==> config.mk <==
export PLATFORM = sky130hd
export DESIGN_NAME = fsm_event_monitor
export DESIGN_NICKNAME = d
export VERILOG_FILES = /design/src/rtl/fsm_event_monitor.sv
export SDC_FILE = /design/constraint.sdc
export NUM_CORES = 1
export LEC_CHECK = 0
export ABC_AREA = 1
export BUFFER_PORTS_ARGS = -buffer_cell sky130_fd_sc_hd__buf_2
export CAP_MARGIN = 20
export CORE_MARGIN = 5
export CORE_UTILIZATION = 45
export CTS_CLUSTER_SIZE = 10
export DETAILED_ROUTE_END_ITERATION = 6
export PLACE_DENSITY = 0.67
export SLEW_MARGIN = 20
export SYNTH_ARGS = -nofsm -noshare
export SYNTH_HDL_FRONTEND = slang
export SYNTH_SLANG_ARGS = --single-unit
==> constraint.sdc <==
create_clock -name clk -period 3.8 [get_ports clk]
set_input_delay 0.38 -clock clk [delete_from_list [all_inputs] [get_ports clk]]
set_output_delay 0.38 -clock clk [all_outputs]
set_load 0.03 [all_outputs]
==> src/rtl/fsm_event_monitor.sv <==
`default_nettype none
// ============================================================================
// Module   : fsm_event_monitor
// Purpose  : Decodes {o1,o2,err} of the control FSM, tracks IDLE->S1->S2->IDLE,
//            counts sequences/error entries, flags violations and illegal codes.
// Revision : 1.0
// ============================================================================
module fsm_event_monitor #(
    parameter int CNT_W     = 8,
    parameter int ERR_LIMIT = 3
) (
    input  logic             clk,
    input  logic             rst,
    input  logic             fsm_o1,
    input  logic             fsm_o2,
    input  logic             fsm_err,
    input  logic             clr,
    output logic             seq_done,
    output logic             seq_viol,
    output logic [CNT_W-1:0] seq_cnt,
    output logic [CNT_W-1:0] err_cnt,
    output logic             alarm,
    output logic             illegal
);

    localparam logic [3:0] C_ERR_LIMIT = 4'(ERR_LIMIT);

    typedef enum logic [1:0] {
        T_IDLE = 2'd0,
        T_S1   = 2'd1,
        T_S2   = 2'd2,
        T_ERR  = 2'd3
    } trk_e;

    trk_e             trk_q, trk_d;
    logic             prev_err_q;
    logic [3:0]       consec_q, consec_d;
    logic [CNT_W-1:0] seq_cnt_q, seq_cnt_d;
    logic [CNT_W-1:0] err_cnt_q, err_cnt_d;
    logic             alarm_q, alarm_d;
    logic             illegal_q, illegal_d;
    logic             seq_done_q, seq_done_d;
    logic             seq_viol_q, seq_viol_d;

    logic [2:0] w_code;
    logic       w_idle, w_s1, w_s2, w_err, w_ill, w_entry;

    assign w_code  = {fsm_o1, fsm_o2, fsm_err};
    assign w_idle  = (w_code == 3'b000);
    assign w_s1    = (w_code == 3'b100);
    assign w_s2    = (w_code == 3'b010);
    assign w_err   = (w_code == 3'b111);
    assign w_ill   = ~(w_idle | w_s1 | w_s2 | w_err);
    assign w_entry = w_err & ~prev_err_q;

    always_comb begin
        trk_d      = trk_q;
        seq_done_d = 1'b0;
        seq_viol_d = 1'b0;
        if (w_ill) begin
            trk_d = T_IDLE;
        end else if (w_err) begin
            trk_d = T_ERR;
        end else begin
            case (trk_q)
                T_IDLE: begin
                    if (w_s1) trk_d = T_S1;
                    else if (w_s2) seq_viol_d = 1'b1;
                end
                T_S1: begin
                    if (w_s2) trk_d = T_S2;
                    else if (w_idle) begin
                        seq_viol_d = 1'b1;
                        trk_d      = T_IDLE;
                    end
                end
                T_S2: begin
                    if (w_idle) begin
                        seq_done_d = 1'b1;
                        trk_d      = T_IDLE;
                    end else if (w_s1) begin
                        seq_viol_d = 1'b1;
                        trk_d      = T_IDLE;
                    end
                end
                default: begin
                    seq_viol_d = ~w_idle;
                    trk_d      = T_IDLE;
                end
            endcase
        end
    end

    // clr drops any same-cycle increment or flag set rather than deferring it
    always_comb begin
        seq_cnt_d = seq_cnt_q;
        err_cnt_d = err_cnt_q;
        consec_d  = consec_q;
        alarm_d   = alarm_q;
        illegal_d = illegal_q | w_ill;
        if (w_entry) begin
            if (!(&err_cnt_q)) err_cnt_d = err_cnt_q + 1'b1;
            if (!(&consec_q))  consec_d  = consec_q + 4'd1;
        end
        if (seq_done_d) begin
            if (!(&seq_cnt_q)) seq_cnt_d = seq_cnt_q + 1'b1;
            consec_d = 4'd0;
        end
        if (consec_d >= C_ERR_LIMIT) alarm_d = 1'b1;
        if (clr) begin
            seq_cnt_d = '0;
            err_cnt_d = '0;
            consec_d  = 4'd0;
            alarm_d   = 1'b0;
            illegal_d = 1'b0;
        end
    end

    always_ff @(posedge clk) begin
        if (rst) begin
            trk_q      <= T_IDLE;
            prev_err_q <= 1'b0;
            consec_q   <= 4'd0;
            seq_cnt_q  <= '0;
            err_cnt_q  <= '0;
            alarm_q    <= 1'b0;
            illegal_q  <= 1'b0;
            seq_done_q <= 1'b0;
            seq_viol_q <= 1'b0;
        end else begin
            trk_q      <= trk_d;
            prev_err_q <= w_err;
            consec_q   <= consec_d;
            seq_cnt_q  <= seq_cnt_d;
            err_cnt_q  <= err_cnt_d;
            alarm_q    <= alarm_d;
            illegal_q  <= illegal_d;
            seq_done_q <= seq_done_d;
            seq_viol_q <= seq_viol_d;
        end
    end

    assign seq_done = seq_done_q;
    assign seq_viol = seq_viol_q;
    assign seq_cnt  = seq_cnt_q;
    assign err_cnt  = err_cnt_q;
    assign alarm    = alarm_q;
    assign illegal  = illegal_q;

endmodule
`default_nettype wire

==> impl_metrics.env, run 1 <==
export IMPL_cts_tree="built"
export IMPL_portBuffers=25
export IMPL_cp_slowest_cell="dfxtp_1"
export IMPL_startpoint="err_cnt[0]$_SDFFE_PP0P_"
export IMPL_first_iter_violations=69
export IMPL_hpwl_um=2070
export IMPL_ios=26
export IMPL_synth_seq_area_share_pct=38.8
export IMPL_avgRoutedWirePerCell_um=10.3
export IMPL_rsz0062_at_grt="no"
export IMPL_fillers=320
export IMPL_route_met3_wl_um=109
export IMPL_ys_ff_latch=27
export IMPL_slowest_delay_ns=0.42
export IMPL_min_path_type="primary input to flop"
export IMPL_start_util_pct=46.4
export IMPL_die_h_um=65.7
export IMPL_r2r_start="err_cnt[0]$_SDFFE_PP0P_"
export IMPL_finalWirelength_um=2730
export IMPL_hold_viol_final=0
export IMPL_p_switching_mw=0.118
export IMPL_r2r_end="err_cnt[5]$_SDFFE_PP0P_"
export IMPL_drv_slew=0
export IMPL_final_layout_size_suffix_gt1_share_pct=17.7
export IMPL_insertion_delay_ns=0.33
export IMPL_clockPowerShare_pct=28.1
export IMPL_r2r_slack_ns=2.26
export IMPL_core_rowCount=20
export IMPL_irDropWorstVdd_mv=0.131
export IMPL_syn_num_nets=214
export IMPL_antenna_cells=0
export IMPL_grtUsageTotal_pct=13.9
export IMPL_fin_skew_ns=0.00574
export IMPL_area_growth_pct=13.3
export IMPL_critPathLaunchType="flop"
export IMPL_maxCapViolCount=0
export IMPL_path_cells="ha_1, nand3_1, nor2_1, nand2_1, nand2_4, inv_4, nand2_1, nand2_1, nand2_1, nor2_1"
export IMPL_synth_cell_types=23
export IMPL_detail_route_first_pass_iterations=4
export IMPL_cts_sinks=27
export IMPL_grt_pass1_wl_um=4770
export IMPL_nNetsFinal=242
export IMPL_rr_worst_depth=10
export IMPL_gp_congestion=0.857
export IMPL_critPathKind="flop to flop"
export IMPL_crit_required_ns=4.01
export IMPL_slew_headroom_pct=41.6
export IMPL_p_leak_nw=0.749
export IMPL_vias=1273
export IMPL_grt_pass1_vias=1138
export IMPL_path_clk_slew_ns=0.15
export IMPL_htree_levels=1
export IMPL_post_cts_buffers=0
export IMPL_viasPerCell=4.80
export IMPL_cp_common_cell="nand2_1"
export IMPL_postCtsResizedCells=0
export IMPL_fin_crit_sh_pct=40.5
export IMPL_antenna_left=0
export IMPL_dieArea_sq_um=4310
export IMPL_synthesis_area_sq_um=1390
export IMPL_postSynthCellCount=205
export IMPL_finalCriticalPeriod_ns=1.54
export IMPL_crit_family="simple AND/OR/NAND/NOR gates"
export IMPL_syn_area_per_cell_sq_um=6.80
export IMPL_finalSetupTns_ns=0
export IMPL_power_frac_seq_pct=63.5
export IMPL_antenna_found_initial=0
export IMPL_outcome="finished, final reports clean"
export IMPL_core_sq_um=3000
export IMPL_top_layer="met4"
export IMPL_cp_arrival_ns=1.74
export IMPL_crit_buf_inv=1
export IMPL_fmax_mhz=650
export IMPL_drc=0
export IMPL_p_sw_share_pct=25.8
export IMPL_m1WireLength_um=1450
export IMPL_yosys_warnings=0
export IMPL_clock_root_buffer="clkbuf_4"
export IMPL_clock_path_buffers=2
export IMPL_tightest_slew_ns=0.876
export IMPL_met2_length_um=1150
export IMPL_final_util_pct=52.6
export IMPL_cts_buffers=3
export IMPL_p_comb_share_pct=8.4
export IMPL_cp_depth=10
export IMPL_setup_worst_path_end="err_cnt[5]$_SDFFE_PP0P_"
export IMPL_critPathCaptureType="flop"
export IMPL_gr_total_overflow=0
export IMPL_crit_fanout=9
export IMPL_hold_path_startpoint="rst"
export IMPL_grt_max_degree=16
export IMPL_p_int_mw=0.338
export IMPL_finalSetupViolCount=0
export IMPL_fp_dieW_um=65.7
export IMPL_cts_hold_buffers_added=0
export IMPL_power_density_nw_per_um2=288
==> power by group through the flow <==
| stage | combinational (mW) | sequential, mW | clock (mW) |
|---|---|---|---|
| 4_1_cts | 0.0386 | 0.289 | 0.134 |
| 5_1_grt | 0.0434 | 0.290 | 0.149 |
| 3_3_place_gp | 0.0382 | 0.295 | 0 |
| 6_report | 0.0382 | 0.289 | 0.128 |
| 2_1_floorplan | 0.0239 | 0.298 | 0 |
| 3_5_place_dp | 0.0385 | 0.295 | 0 |
==> per-layer routing <==
metal | up-vias | track usage (%)
met1 | 551 | 18.7
met5 | - | 0
met3 | 2 | 2.05
met4 | 0 | 5.44
met2 | 21 | 22.0
li1 | 699 | -
==> per-stage QoR <==
| stage | hold WS [ns] | total power [mW] | cells | area [sq um] | setup WS [ns] |
|---|---|---|---|---|---|
| CTS | 0.247 | 0.462 | 265 | 1580 | 2.26 |
| detailed placement | 0.462 | 0.334 | 261 | 1550 | 1.92 |
| global route | 0.267 | 0.482 | 265 | 1580 | 2.05 |
| global placement | 0.450 | 0.333 | 261 | 1550 | 2.02 |
| finish | 0.254 | 0.455 | 265 | 1580 | 2.26 |
| floorplan | 0.452 | 0.322 | 205 | 1390 | 2.21 |
==> flip-flops by register name, summed over array words and instances, names as in the netlist <==
register    count
seq_cnt         8
seq_viol        1
consec_q        4
seq_done        1
err_cnt         8
illegal         1
trk_q           2
prev_err_q      1
alarm           1
==> area by class of cell <==
cell class	count	area (sq um)	area share [%]
Clock buffer	3	22.5	1.43
Clock inverter	1	5.00	0.317
Inverter	23	91.3	5.78
Multi-Input combinational cell	153	753	47.7
Sequential cell	27	541	34.2
Tap cell	33	41.3	2.61
Timing Repair Buffer	25	125	7.92
==> cell usage after synthesis <==
| cell | number | area share [%] |
|---|---|---|
| inv_1 | 21 | 5.7 |
| nand2_1 | 56 | 15 |
| nor3_1 | 7 | 2.5 |
| nand3b_1 | 1 | 0.54 |
| nand3_1 | 15 | 5.4 |
| nand2_2 | 2 | 0.90 |
| xor2_1 | 4 | 2.5 |
| nand2_4 | 2 | 1.6 |
| nand3_2 | 1 | 0.72 |
| nand4_1 | 1 | 0.45 |
| or2_0 | 1 | 0.45 |
| o21ai_0 | 8 | 2.9 |
| nor2_4 | 2 | 1.6 |
| nor2_2 | 3 | 1.3 |
| xnor2_1 | 4 | 2.5 |
| nor2_1 | 30 | 8.1 |
| a21oi_1 | 12 | 4.3 |
| inv_4 | 2 | 0.90 |
| ha_1 | 3 | 2.7 |
| clkbuf_1 | 1 | 0.27 |
| clkbuf_2 | 1 | 0.36 |
| and2_1 | 1 | 0.45 |
| dfxtp_1 | 27 | 39 |
==> how the worst min path moves through the flow <==
stage	cells after the start	slack, ns	to
CTS	2	0.25	prev_err_q$_SDFF_PP0_
detailed placement	2	0.46	illegal$_SDFF_PP0_
finish	2	0.25	prev_err_q$_SDFF_PP0_
global placement	2	0.45	illegal$_SDFF_PP0_
floorplan	1	0.45	prev_err_q$_SDFF_PP0_
global route	2	0.27	prev_err_q$_SDFF_PP0_
==> kinds of logic after synthesis <==
group	count (synthesis)	synth area share, %
buf+inv	25	7.18
fa+ha+maj	3	2.69
simple gates	122	39.1
flops	27	38.8
xor+xnor	8	5.03
compound gates	20	7.18
==> cells in the final DEF, fill, tap and decap left out <==
master    synthesis  routed
nand2_1          56      56
nor2_1           30      30
dfxtp_1          27      27
buf_2             0      25
inv_1            21      21
nand3_1          15      15
a21oi_1          12      12
o21ai_0           8       8
nor3_1            7       7
xor2_1            4       4
xnor2_1           4       4
nor2_2            3       3
ha_1              3       3
clkbuf_4          0       3
nor2_4            2       2
nand2_4           2       2
inv_4             2       2
nand2_2           2       2
nand3_2           1       1
or2_0             1       1
and2_1            1       1
nand3b_1          1       1
nand4_1           1       1
clkinv_2          0       1
Power figures use the tool's default switching activity.
==> inputs of run 2 (changes only) <==
clock period = 1.6 ns   (was 3.8 ns; I/O delays follow)
==> run 2 against run 1 <==
Combinational power up 140%. Largest power group unchanged. Highest routed layer unchanged. First-iteration DRC count up 22%. Core utilization up 0.83 points. Die area unchanged. Critical endpoint is now err_cnt[6]$_SDFFE_PP0P_.
==> impl_metrics.env, run 2 (same netlist as run 1, synthesis figures left out) <==
export IMPL_clock_path_buffers=2
export IMPL_startpoint="err_cnt[1]$_SDFFE_PP0P_"
export IMPL_final_layout_size_suffix_gt1_share_pct=20.1
export IMPL_min_path_type="primary input to flop"
export IMPL_cp_depth=10
export IMPL_insertion_delay_ns=0.34
export IMPL_cp_arrival_ns=1.67
export IMPL_whs_ns=0.0275
export IMPL_slew_headroom_pct=78.4
export IMPL_crit_required_ns=1.85
export IMPL_maxCapViolCount=0
export IMPL_fin_crit_sh_pct=88.5
export IMPL_gr_total_overflow=0
export IMPL_crit_buf_inv=1
export IMPL_grt_pass1_vias=1116
export IMPL_viasPerCell=4.81
export IMPL_r2r_end="err_cnt[6]$_SDFFE_PP0P_"
export IMPL_drc=0
export IMPL_rr_worst_depth=10
export IMPL_core_rowCount=20
export IMPL_final_cell_mix="56 x nand2_1, 28 x nor2_1, 25 x dfxtp_1, 25 x buf_2, 21 x inv_1"
export IMPL_critPathKind="flop to flop"
export IMPL_antenna_found_initial=0
export IMPL_vias=1285
export IMPL_first_iter_violations=84
export IMPL_grt_max_degree=17
export IMPL_slowest_delay_ns=0.40
export IMPL_critPathCaptureType="flop"
export IMPL_grt_pass1_wl_um=4680
export IMPL_start_util_pct=46.4
export IMPL_cp_slowest_cell="dfxtp_1"
export IMPL_path_cells="ha_1, nand3_1, nor2_2, nand2_1, nand2_4, inv_4, nand2_2, nand2_1, nand2_1, nor2_1"
export IMPL_cts_sinks=27
export IMPL_final_util_pct=53.4
export IMPL_nNetsFinal=244
export IMPL_r2r_slack_ns=0.18
export IMPL_finalSetupViolCount=0
export IMPL_cts_tree="built"
export IMPL_area_growth_pct=15.1
export IMPL_dieArea_sq_um=4310
export IMPL_p_leak_nw=0.756
export IMPL_tightest_slew_ns=0.323
export IMPL_antenna_cells=0
export IMPL_dpl_cell_count=263
export IMPL_final_cells=267
export IMPL_crit_fanout=9
export IMPL_power_density_nw_per_um2=682
export IMPL_final_common_cell="nand2_1"
export IMPL_fp_dieW_um=65.7
export IMPL_rsz0062_at_grt="no"
export IMPL_avgRoutedWirePerCell_um=10.1
export IMPL_outcome="finished, final reports clean"
export IMPL_fin_skew_ns=0.00693
export IMPL_r2r_start="err_cnt[1]$_SDFFE_PP0P_"
export IMPL_antenna_left=0
export IMPL_gp_congestion=0.815
export IMPL_path_clk_slew_ns=0.16
export IMPL_core_sq_um=3000
export IMPL_hold_viol_final=0
export IMPL_crit_family="simple AND/OR/NAND/NOR gates"
export IMPL_cp_common_cell="nand2_1"
export IMPL_irDropWorstVdd_mv=0.496
export IMPL_finalWirelength_um=2710
export IMPL_hpwl_um=2090
export IMPL_htree_levels=1
export IMPL_grtUsageTotal_pct=13.8
export IMPL_finalCriticalPeriod_ns=1.42
export IMPL_cts_buffers=3
export IMPL_setup_worst_path_end="err_cnt[6]$_SDFFE_PP0P_"
export IMPL_detail_route_first_pass_iterations=4
export IMPL_die_h_um=65.7
export IMPL_total_power_mw=1.09
export IMPL_critPathLaunchType="flop"
export IMPL_ios=26
export IMPL_clock_root_buffer="clkbuf_4"
export IMPL_fmax_mhz=707
export IMPL_drv_slew=0
export IMPL_portBuffers=25
export IMPL_finalSetupTns_ns=0
run 2: stage by stage:
step	cell area [sq um]	setup WS, ns
floorplan	1390	0.00770
global placement	1570	0.105
detailed placement	1570	0.109
CTS	1600	0.0811
global route	1600	0.0257
finish	1600	0.185
run 2: cell type report:
cell class | instances | area, sq um
Clock buffer | 3 | 22.5
Timing Repair Buffer | 27 | 140
Multi-Input combinational cell | 153 | 758
Sequential cell | 27 | 543
Fill cell | 290 | 1400
Inverter | 23 | 91.3
Tap cell | 33 | 41.3
Clock inverter | 1 | 7.51
run 2: timing repair:
action                                  4_1_cts  5_1_grt
hold buffers                                  0        0
setup buffers                                 0        0
gates resized for setup                       0        4
endpoints found under the setup margin        0        9
run 2: power by group:
part	switching, mW	total (mW)	internal (mW)
clock	0.219	0.315	0.0959
combinational	0.0631	0.0918	0.0287
sequential	0.00566	0.687	0.681
run 2: how the worst min path moves through the flow:
| stage | startpoint | endpoint | cells after the start |
|---|---|---|---|
| global route | rst | prev_err_q$_SDFF_PP0_ | 2 |
| global placement | rst | prev_err_q$_SDFF_PP0_ | 2 |
| finish | rst | seq_done$_SDFF_PP0_ | 2 |
| floorplan | rst | prev_err_q$_SDFF_PP0_ | 1 |
| CTS | rst | seq_done$_SDFF_PP0_ | 2 |
| detailed placement | rst | prev_err_q$_SDFF_PP0_ | 2 |
run 2: per-layer routing:
layer	global-route usage (%)	routed length [um]	vias up	share of wire, %
met5	0	0	-	0
met4	4.66	38	0	1.4
met3	4.10	154	4	5.7
met2	22.8	1210	28	45
met1	16.9	1310	549	48
li1	-	-	704	-
run 2: worst register-to-register path, delay by kind of cell, from the launching register on:
| kind | cells | cell delay (ns) |
|---|---|---|
| and+or+nand+nor | 8 | 0.64 |
| DFF | 1 | 0.40 |
| adders and majority gates | 1 | 0.22 |
| buffers and inverters | 1 | 0.07 |
